--- src/rtl/mac_pkg.sv ---
// Shared types and constants for the Booth-product dot-product accumulator.
// Saturation build option: define MAC_SAT_EN.
package mac_pkg;

  typedef enum logic [1:0] {
    StIdle  = 2'd0,
    StAccum = 2'd1,
    StHold  = 2'd2
  } mac_state_e;

  localparam int unsigned PROD_W    = 16;
  localparam int unsigned ACC_W_DEF = 24;
  localparam int unsigned CNT_W_DEF = 8;

  localparam logic [ACC_W_DEF-1:0] ACC_MAX_DEF = {1'b0, {(ACC_W_DEF-1){1'b1}}};
  localparam logic [ACC_W_DEF-1:0] ACC_MIN_DEF = {1'b1, {(ACC_W_DEF-1){1'b0}}};

endpackage

--- src/rtl/mac_valid_pipe.sv ---
// Shift register that tracks {valid, last} alongside the multiplier's fixed latency.
module mac_valid_pipe #(
  parameter int unsigned DEPTH = 2
) (
  input  logic i_clk,
  input  logic i_rst_n,
  input  logic i_valid,
  input  logic i_last,
  output logic o_valid,
  output logic o_last
);

  logic [DEPTH-1:0] r_valid;
  logic [DEPTH-1:0] r_last;

  always_ff @(posedge i_clk or negedge i_rst_n) begin
    if (!i_rst_n) begin
      r_valid <= '0;
      r_last  <= '0;
    end else begin
      r_valid[0] <= i_valid;
      r_last[0]  <= i_valid & i_last;
      for (int i = 1; i < DEPTH; i++) begin
        r_valid[i] <= r_valid[i-1];
        r_last[i]  <= r_last[i-1];
      end
    end
  end

  assign o_valid = r_valid[DEPTH-1];
  assign o_last  = r_last[DEPTH-1];

endmodule

--- src/rtl/booth_mac_accum.sv ---
// Accumulates signed Booth products into a per-vector dot product with a valid/ready result.
// Optional saturating add when MAC_SAT_EN is defined; otherwise wraps and sat flag is 0.
module booth_mac_accum
  import mac_pkg::*;
#(
  parameter int unsigned ACC_W    = ACC_W_DEF,
  parameter int unsigned MULT_LAT = 2,
  parameter int unsigned CNT_W    = CNT_W_DEF
) (
  input  logic              i_clk,
  input  logic              i_rst_n,
  input  logic              i_op_valid,
  input  logic              i_op_last,
  output logic              o_in_ready,
  input  logic [PROD_W-1:0] i_prod,
  output logic [ACC_W-1:0]  o_acc_out,
  output logic [CNT_W-1:0]  o_term_cnt,
  output logic              o_out_valid,
  input  logic              i_out_ready,
  output logic              o_sat_flag
);

  mac_state_e       r_state;
  logic [ACC_W-1:0] r_acc;
  logic [CNT_W-1:0] r_cnt;
  logic             r_out_valid;
  logic             r_block;

  logic             w_launch;
  logic             w_prod_vld;
  logic             w_prod_last;
  logic [ACC_W-1:0] w_prod_ext;
  logic [ACC_W-1:0] w_sum;
  logic [CNT_W-1:0] w_cnt_inc;
  logic             w_handshake;

  // Held low while a finished vector waits, so no new product can be in flight.
  assign o_in_ready  = i_rst_n & ~r_block;
  assign w_launch    = i_op_valid & o_in_ready;
  assign w_handshake = (r_state == StHold) & i_out_ready;

  mac_valid_pipe #(
    .DEPTH(MULT_LAT)
  ) u_valid_pipe (
    .i_clk  (i_clk),
    .i_rst_n(i_rst_n),
    .i_valid(w_launch),
    .i_last (i_op_last),
    .o_valid(w_prod_vld),
    .o_last (w_prod_last)
  );

  assign w_prod_ext = ACC_W'($signed(i_prod));
  assign w_cnt_inc  = (&r_cnt) ? r_cnt : r_cnt + 1'b1;

`ifdef MAC_SAT_EN
  localparam logic [ACC_W-1:0] ACC_MAX = {1'b0, {(ACC_W-1){1'b1}}};
  localparam logic [ACC_W-1:0] ACC_MIN = {1'b1, {(ACC_W-1){1'b0}}};

  logic [ACC_W:0] w_sum_wide;
  logic           w_clip;
  logic           r_sat;

  assign w_sum_wide = {r_acc[ACC_W-1], r_acc} + {w_prod_ext[ACC_W-1], w_prod_ext};
  assign w_clip     = w_sum_wide[ACC_W] ^ w_sum_wide[ACC_W-1];
  assign w_sum      = w_clip ? (w_sum_wide[ACC_W] ? ACC_MIN : ACC_MAX)
                             : w_sum_wide[ACC_W-1:0];

  always_ff @(posedge i_clk or negedge i_rst_n) begin
    if (!i_rst_n) begin
      r_sat <= 1'b0;
    end else if (w_handshake) begin
      r_sat <= 1'b0;
    end else if ((r_state == StAccum) && w_prod_vld && w_clip) begin
      r_sat <= 1'b1;
    end
  end

  assign o_sat_flag = r_sat;
`else
  assign w_sum      = r_acc + w_prod_ext;
  assign o_sat_flag = 1'b0;
`endif

  always_ff @(posedge i_clk or negedge i_rst_n) begin
    if (!i_rst_n) begin
      r_state     <= StIdle;
      r_acc       <= '0;
      r_cnt       <= '0;
      r_out_valid <= 1'b0;
      r_block     <= 1'b0;
    end else begin
      if (w_launch && i_op_last) begin
        r_block <= 1'b1;
      end
      unique case (r_state)
        StIdle: begin
          if (w_prod_vld) begin
            r_acc <= w_prod_ext;
            r_cnt <= CNT_W'(1);
            if (w_prod_last) begin
              r_state     <= StHold;
              r_out_valid <= 1'b1;
            end else begin
              r_state <= StAccum;
            end
          end
        end
        StAccum: begin
          if (w_prod_vld) begin
            r_acc <= w_sum;
            r_cnt <= w_cnt_inc;
            if (w_prod_last) begin
              r_state     <= StHold;
              r_out_valid <= 1'b1;
            end
          end
        end
        StHold: begin
          if (i_out_ready) begin
            r_state     <= StIdle;
            r_out_valid <= 1'b0;
            r_block     <= 1'b0;
          end
        end
        default: r_state <= StIdle;
      endcase
    end
  end

  assign o_acc_out   = r_acc;
  assign o_term_cnt  = r_cnt;
  assign o_out_valid = r_out_valid;

endmodule
--- config.mk ---
export PLATFORM = sky130hd
export DESIGN_NAME = booth_mac_accum
export DESIGN_NICKNAME = d
export VERILOG_FILES = /design/src/rtl/mac_pkg.sv /design/src/rtl/mac_valid_pipe.sv /design/src/rtl/booth_mac_accum.sv
export SDC_FILE = /design/constraint.sdc
export NUM_CORES = 1
export LEC_CHECK = 0
export CORE_ASPECT_RATIO = 0.6
export CORE_MARGIN = 2
export CORE_UTILIZATION = 48
export CTS_CLUSTER_DIAMETER = 30
export DETAILED_ROUTE_END_ITERATION = 8
export GPL_ROUTABILITY_DRIVEN = 0
export PLACE_DENSITY_LB_ADDON = 0.2
export SLEW_MARGIN = 15
export SYNTH_ARGS = -nofsm -noshare
export SYNTH_HDL_FRONTEND = slang
export SYNTH_SLANG_ARGS = --single-unit
--- constraint.sdc ---
create_clock -name i_clk -period 6.75 [get_ports i_clk]
set_clock_uncertainty 0.05 [all_clocks]
set_input_delay 2.025 -clock i_clk [delete_from_list [all_inputs] [get_ports i_clk]]
set_output_delay 2.025 -clock i_clk [all_outputs]
set_load 0.03 [all_outputs]
Word-level counts from Yosys, hierarchy flattened
Index checks and enable logic that the tools add are counted.
Storage, ports and cells
  latch bits: 0
  memory bits (read-only): 0
  memories kept: 0
  input bits: 21
  bits in registers: 40
  RAM bits: 0
  logic and storage cells: 52
Operators by class
  div/mod/pow operators: 0
  $mul: 0
  $add $sub $neg: 2
  mux-type cells: 20
  shift operators: 0
  reductions and logical operators: 10
  eq/ne operators: 9
  bitwise operators: 4
  $lt $le $gt $ge: 0
Operators by type and width (count)
  2-to-1 mux 24 bit: 2
  case mux 24 bit (2 select lines): 1
  adder 24 bit: 1
  2-to-1 mux 8 bit: 3
  case mux 8 bit (2 select lines): 1
  AND reduction 4 bit: 3
  2-to-1 mux 2 bit: 5
  != test 2 x 1 -> 1 bit, second input constant: 5
  adder 8 x 1 -> 8 bit, second input constant: 1
  AND reduction 8 bit: 1
  2-to-1 mux 1 bit: 6
  case mux 2 bit (3 select lines): 1
  != test 2 bit, second input constant: 2
  nonzero test 2 bit: 2
  AND 1 bit: 3
  AND reduction 3 bit: 1
  equality test 2 x 1 -> 1 bit, second input constant: 1
  equality test 2 bit, second input constant: 1
  zero test 2 bit: 1
  case mux 1 bit (2 select lines): 1
  OR reduction 2 bit: 1
  logical AND 1 bit: 1
  inverter 1 bit: 1

Depth between registers and ports, before layout
Gate-level depths: netlist (run 1).
  depth after elaboration: 7
  gate-level depth with buffers: 11
  depth with buffers taken out: 11

By module
From an unflattened synthesis (run 1), not the netlist that was laid out.
Second synthesis, totals
  cell total of the unflattened synthesis: 364
  area total of the unflattened synthesis: 3029.2 um^2
Modules (own cells, without submodules)
  booth_mac_accum: cells each 359, instances 1, seq. area each 900.9 um^2, area each 2922.8 um^2
  mac_valid_pipe: cells each 5, instances 1, seq. area each 100.1 um^2, area each 106.4 um^2

Worst setup path after synthesis (run 1)
No wires, ideal clock.
  path kind: input -> output
  start: input port i_rst_n
  end: output port o_in_ready
  cell stages on the path: 1
  path slack: 2.154 ns
  arrival time: 2.521 ns
  path buffers: 0
  required time: 4.675 ns
  cell sequence: nor2b_1
Between the ends
  word-level cells in the longest chain between the ends: 1
RTL lines
  start: declaration: line booth_mac_accum.sv:11  | input logic i_rst_n,
  AND 1 bit: line booth_mac_accum.sv:38  | assign o_in_ready = i_rst_n & ~r_block;
  end: declaration: line booth_mac_accum.sv:14  | output logic o_in_ready,
Every way passes these cells.

Final worst setup path (run 1)
Ends and elaborated chain as after synthesis.

==> impl_metrics.tcl, run 1 <==
set metrics [dict create \
    p_seq_share_pct 23.6 \
    grt.overflow.total 0 \
    synth_cell_types 50 \
    grt_pass1_wl_mm 12.4 \
    drtIter0Drc 117 \
    p_leak_uw 0.00164 \
    drv_cap 0 \
    start_util_pct 50.5 \
    fin_nets 423 \
    h-tree-depth 2 \
    drc 0 \
    fill_cells 498 \
    async_reset_ff_share_pct 100 \
    first_global_vias 2573 \
    core_area_um2 5650 \
    arrival_ns 2.99 \
    rsz0062_at_grt "no" \
    p_sw_share_pct 46.4 \
    maxSlewViolCount 0 \
    path_clk_slew_ns 0.08 \
    die_h_um 63.7 \
    vias_per_cell 5.60 \
    max-vdd-ir-drop_mv 0.228 \
    place_ws_ns 1.68 \
    total_power_uw 1770 \
    dp.cells 450 \
    dr.pass1.iters 4 \
    max_freq_ghz 0.198 \
    synth-seq-area-share_pct 35.1 \
    timing.hold.ws_ns 0.300 \
    start_kind "primary input" \
    setup_viol 0 \
    status "complete, no violations" \
    netlist_area_um2 2850 \
    drive_above_1_share_pct 5.57 \
    cts_hold_buf 0 \
    wl_per_cell_um 15.3 \
    p_sw_uw 822 \
    post_cts_resized 0 \
    intPower_uw 949 \
    path_max_fanout 3 \
    dr_wl_met3_um 422 \
    cp-end-kind "output pin" \
    rows 21 \
    dr_total_vias 2560 \
    synth-main-ff-cell "dfrtp_1" \
    ys_seq_elements 40 \
    holdCritPathClass "flop to flop" \
    netlist_instances 325 \
    hold_viol_final 0 \
    fin_cells 457 \
    cts-root-buf "clkbuf_8" \
    cts_buffers 5 \
    ant_nets 0 \
    clock_power_share_pct 13.1 \
    worstSetupPathType "primary input to output pin" \
    routed.top_layer "met4" \
    clk_path_buf_depth 2 \
    critPathRequiredTime_ns 4.68 \
    area_delta_synth_final_pct 25.7 \
    synthTopCellsByArea "dfrtp_1 (35%), ha_1 (11%), a21oi_1 (5.3%)" \
    comb_power_share_pct 63.3 \
    track_usage_pct 22.8 \
    worst_pin_slew_ns 0.970 \
    io_buffer_count 54 \
    io_pins 56 \
    antenna_cells 0 \
    ys_warn_count 0 \
    grt_max_degree 41 \
    synth_top_cell_by_area "dfrtp_1" \
    synth_edf_count 0 \
    wl_met2_mm 3.00 \
    dp_hpwl_mm 5.20 \
    worstRegToRegCells 5 \
    synth.top_cells.by_count "dfrtp_1 (40), nand2_1 (37), a21oi_1 (30)" \
    clock_sink_count 40 \
    post_cts_buffers 0 \
    hold_depth 0 \
    die_w_um 104 \
    avgSynthCellArea_um2 8.78 \
    slew_headroom_pct 35.3 \
    layout_setup_ws_ns 1.69 \
    yosysMostFrequentCell "dfrtp_1" \
    worstSkewPairLatency_ns 0.29 \
    wirelength_mm 6.98 \
    cts_tree "yes" \
    period_minus_slack_ns 5.06 \
    synth_top_cell_area_share_pct 35.1 \
    dieArea_um2 6600 \
    power_density_nw_per_um2 494 \
    drt-met1-wl_mm 3.53 \
    antenna_found_initial 0 \
    min_period_over_period_pct 75.0 \
    timing.setup.tns_ns 0 \
    synth_nets 371 \
]
==> per-stage QoR <==
| step | utilization (%) | area, um^2 |
|---|---|---|
| after floorplan | - | 2850 |
| after global placement | 61.2 | 3460 |
| after detailed placement | 61.2 | 3460 |
| after CTS | 63.5 | 3590 |
| after global routing | 63.5 | 3590 |
| final | 63.5 | 3590 |
==> flip-flops by register name (all words and copies together), names as in the netlist <==
| name | count |
|---|---|
| o_acc_out | 24 |
| o_out_valid | 1 |
| o_term_cnt | 8 |
| r_block | 1 |
| r_state | 2 |
| u_valid_pipe.r_last | 2 |
| u_valid_pipe.r_valid | 2 |
==> per-layer routing <==
layer  track usage (%)  vias to the layer above
met4              2.70                        0
met2              36.4                       75
met3              4.80                        4
li1                  -                     1275
met5                 0                        -
met1              33.1                     1206
==> power by group through the flow <==
stage	logic (uW)	clock network (uW)	registers [uW]
2_1_floorplan	633	0	558
3_3_place_gp	1080	0	418
3_5_place_dp	1110	0	423
4_1_cts	1120	237	419
5_1_grt	1240	248	435
6_report	1120	232	418
==> layout make-up <==
cell class	instances	area (um^2)	area share [%]
clock buffer	5	68.8	1.92
sequential	40	1000	27.9
tap	80	100	2.79
multi-input combinational	267	1780	49.6
inverter	7	26.3	0.732
clock inverter	2	60.1	1.67
timing repair buffer	56	551	15.3
==> cells in the final DEF, fill, tap and decap left out, types with 4 or more instances in the layout <==
| master | instances |
|---|---|
| nand3_1 | 5 |
| clkbuf_8 | 5 |
| mux2i_1 | 9 |
| xnor2_1 | 7 |
| a21oi_1 | 30 |
| o21ai_1 | 10 |
| dfrtp_1 | 40 |
| and3_1 | 6 |
| o21ai_0 | 22 |
| nand2_1 | 37 |
| and2_1 | 4 |
| nand4_1 | 4 |
| nor2_1 | 27 |
| nor3_1 | 5 |
| a31oi_1 | 6 |
| o21a_1 | 4 |
| inv_1 | 6 |
| xor2_1 | 15 |
| nor2b_1 | 5 |
| a21o_1 | 9 |
| clkdlybuf4s50_1 | 53 |
| ha_1 | 24 |
==> critical path, stage by stage <==
cell and delay, ns:
buf_2 0.09, nor2b_1 0.17, clkdlybuf4s50_1 0.70
==> worst paths after layout <==
kind	from	end	slack, ns
worst max register to register	r_state[0]$_DFFE_PN0P_	o_acc_out[21]$_DFFE_PN0P_	4.00
min in group asynchronous	i_rst_n	o_acc_out[3]$_DFFE_PN0P_	1.75
worst min register to register	u_valid_pipe.r_last[0]$_DFF_PN0_	u_valid_pipe.r_last[1]$_DFF_PN0_	0.30
max in group asynchronous	i_rst_n	o_acc_out[16]$_DFFE_PN0P_	4.52
worst max-delay path	i_rst_n	o_in_ready	1.69
worst min-delay path	u_valid_pipe.r_last[0]$_DFF_PN0_	u_valid_pipe.r_last[1]$_DFF_PN0_	0.30
==> kinds of logic (layout without fill, tap and decap cells) <==
kind of cell,after synthesis,after routing,synth area share (%)
compound gates,101,101,22.0
xor+xnor,22,22,6.75
fa+ha+maj,25,25,11.2
buf+inv,18,70,2.54
flops,40,40,35.1
mux,9,9,3.16
other cells,1,1,0.131
simple gates,109,109,19.2
Power figures use the tool's default switching activity.
==> run 2: changes to the inputs <==
==> constraint.sdc (replaced) <==
create_clock -name i_clk -period 4.9 [get_ports i_clk]
set_clock_uncertainty 0.05 [all_clocks]
set_input_delay 1.47 -clock i_clk [delete_from_list [all_inputs] [get_ports i_clk]]
set_output_delay 1.47 -clock i_clk [all_outputs]
set_load 0.03 [all_outputs]
==> impl_metrics.tcl, run 2 (same netlist as run 1, synthesis figures left out) <==
set metrics [dict create \
    max_freq_ghz 0.247 \
    status "complete, no violations" \
    crit_family "compound AO/OA/AOI/OAI gates" \
    clk_path_buf_depth 2 \
    min_period_over_period_pct 82.5 \
    drtIter0Drc 155 \
    fill_cells 507 \
    ant_nets 0 \
    total_power_uw 2430 \
    die_w_um 104 \
    maxSlewViolCount 0 \
    grt_pass1_wl_mm 12.3 \
    slowest_stage "clkdlybuf4s50_1" \
    critPathRequiredTime_ns 5.08 \
    start_util_pct 50.5 \
    cts_buffers 5 \
    slowest_delay_ns 0.49 \
    final_cell_mix "clkdlybuf4s50_1 (53), dfrtp_1 (40), nand2_1 (37)" \
    final_common_cell "clkdlybuf4s50_1" \
    power_density_nw_per_um2 679 \
    p_leak_uw 0.00164 \
    die_h_um 63.7 \
    h-tree-depth 2 \
    dp_hpwl_mm 5.36 \
    max-vdd-ir-drop_mv 0.318 \
    grt.overflow.total 0 \
    vias_per_cell 5.76 \
    path_max_fanout 4 \
    setup_viol 0 \
    start_kind "primary input" \
    antenna_found_initial 0 \
    rsz0062_at_grt "no" \
    path_cells "clkdlybuf4s50_1, ha_1, inv_1, fa_1, nor2b_1, o2111ai_1, nand3b_1, a221o_1, a31o_2, a31oi_1, and3b_1, nor3_2" \
    rows 21 \
    io_buffer_count 54 \
    cp-end-kind "flop" \
    area_delta_synth_final_pct 25.4 \
    io_pins 56 \
    core_area_um2 5650 \
    drv_cap 0 \
    timing.setup.tns_ns 0 \
    dr.pass1.iters 4 \
    first_global_vias 2543 \
    period_minus_slack_ns 4.04 \
    multiInputGateArea_um2 1780 \
    largest_reg_flops 24 \
    arrival_ns 4.23 \
    cts_tree "yes" \
    holdCritPathClass "flop to flop" \
    grt_max_degree 41 \
    worstSkewPairLatency_ns 0.30 \
    antenna_cells 0 \
    dieArea_um2 6600 \
    final-seq-area_um2 1000 \
    hold_viol_final 0 \
    drc 0 \
    path_clk_slew_ns 0.09 \
    cts-root-buf "clkbuf_8" \
    worst-path-buf-inv 2 \
    clock_sink_count 40 \
    track_usage_pct 23.1 \
    wl_per_cell_um 15.7 \
    fin_nets 423 \
    wirelength_mm 7.18 \
    post_cts_resized 0 \
    dr_total_vias 2638 \
    drive_above_1_share_pct 5.82 \
    cts_hold_buf 0 \
    slew_headroom_pct 38.2 \
    worst_pin_slew_ns 0.926 \
    post_cts_buffers 0 \
    worstSetupPathType "primary input to flop" \
]
## run 2: area by class of cell
class                           count  area share [%]
Tap cell                           80            2.80
Timing Repair Buffer               56            15.4
Inverter                            7           0.734
Clock inverter                      2            1.08
Clock buffer                        6            2.31
Sequential cell                    40            28.0
Multi-Input combinational cell    267            49.7
## run 2: routing by layer
metal	GRT usage, %	up-vias	part of all wire, %
li1	-	1277	-
met1	33.4	1267	50
met2	34.4	83	43
met3	5.92	11	6.2
met4	6.76	0	1.1
met5	0	-	0
## run 2: worst paths after layout
path	start	end	depth (start not counted)	slack, ns
setup / recovery	i_prod[0]	o_acc_out[18]$_DFFE_PN0P_	12	0.86
hold / removal	u_valid_pipe.r_valid[0]$_DFF_PN0_	u_valid_pipe.r_valid[1]$_DFF_PN0_	0	0.31
setup reg to reg	o_acc_out[0]$_DFFE_PN0P_	o_acc_out[18]$_DFFE_PN0P_	11	2.07
hold reg to reg	u_valid_pipe.r_valid[0]$_DFF_PN0_	u_valid_pipe.r_valid[1]$_DFF_PN0_	0	0.31
max in group asynchronous	i_rst_n	o_acc_out[5]$_DFFE_PN0P_	2	3.23
min in group asynchronous	i_rst_n	o_acc_out[3]$_DFFE_PN0P_	2	1.20
## run 2: report_power, final
| part | switching [uW] | internal (uW) |
|---|---|---|
| clock | 132 | 167 |
| combinational | 897 | 658 |
| sequential | 127 | 450 |
## run 2: through the flow
step / utilization (%) / area [um^2] / hold slack (ns) / worst slack (ns) / std cells
4_1_cts: 63.4 / 3580 / 0.309 / 0.917 / 458
3_3_place_gp: 61.2 / 3460 / 0.284 / 0.670 / 450
5_1_grt: 63.4 / 3580 / 0.325 / 0.723 / 458
6_report: 63.4 / 3580 / 0.310 / 0.855 / 458
3_5_place_dp: 61.2 / 3460 / 0.290 / 0.627 / 450
2_1_floorplan: - / 2850 / 0.281 / 1.41 / 325
## run 2: worst reg2reg max path: cells and delay by family (launching register included)
| kind | cells | cell delay, ns |
|---|---|---|
| flip-flops | 1 | 0.42 |
| buffers and inverters | 1 | 0.08 |
| AND/OR/NAND/NOR | 4 | 0.46 |
| adder cells (fa/ha/maj) | 2 | 0.42 |
| AO/OA/AOI/OAI | 4 | 1.30 |
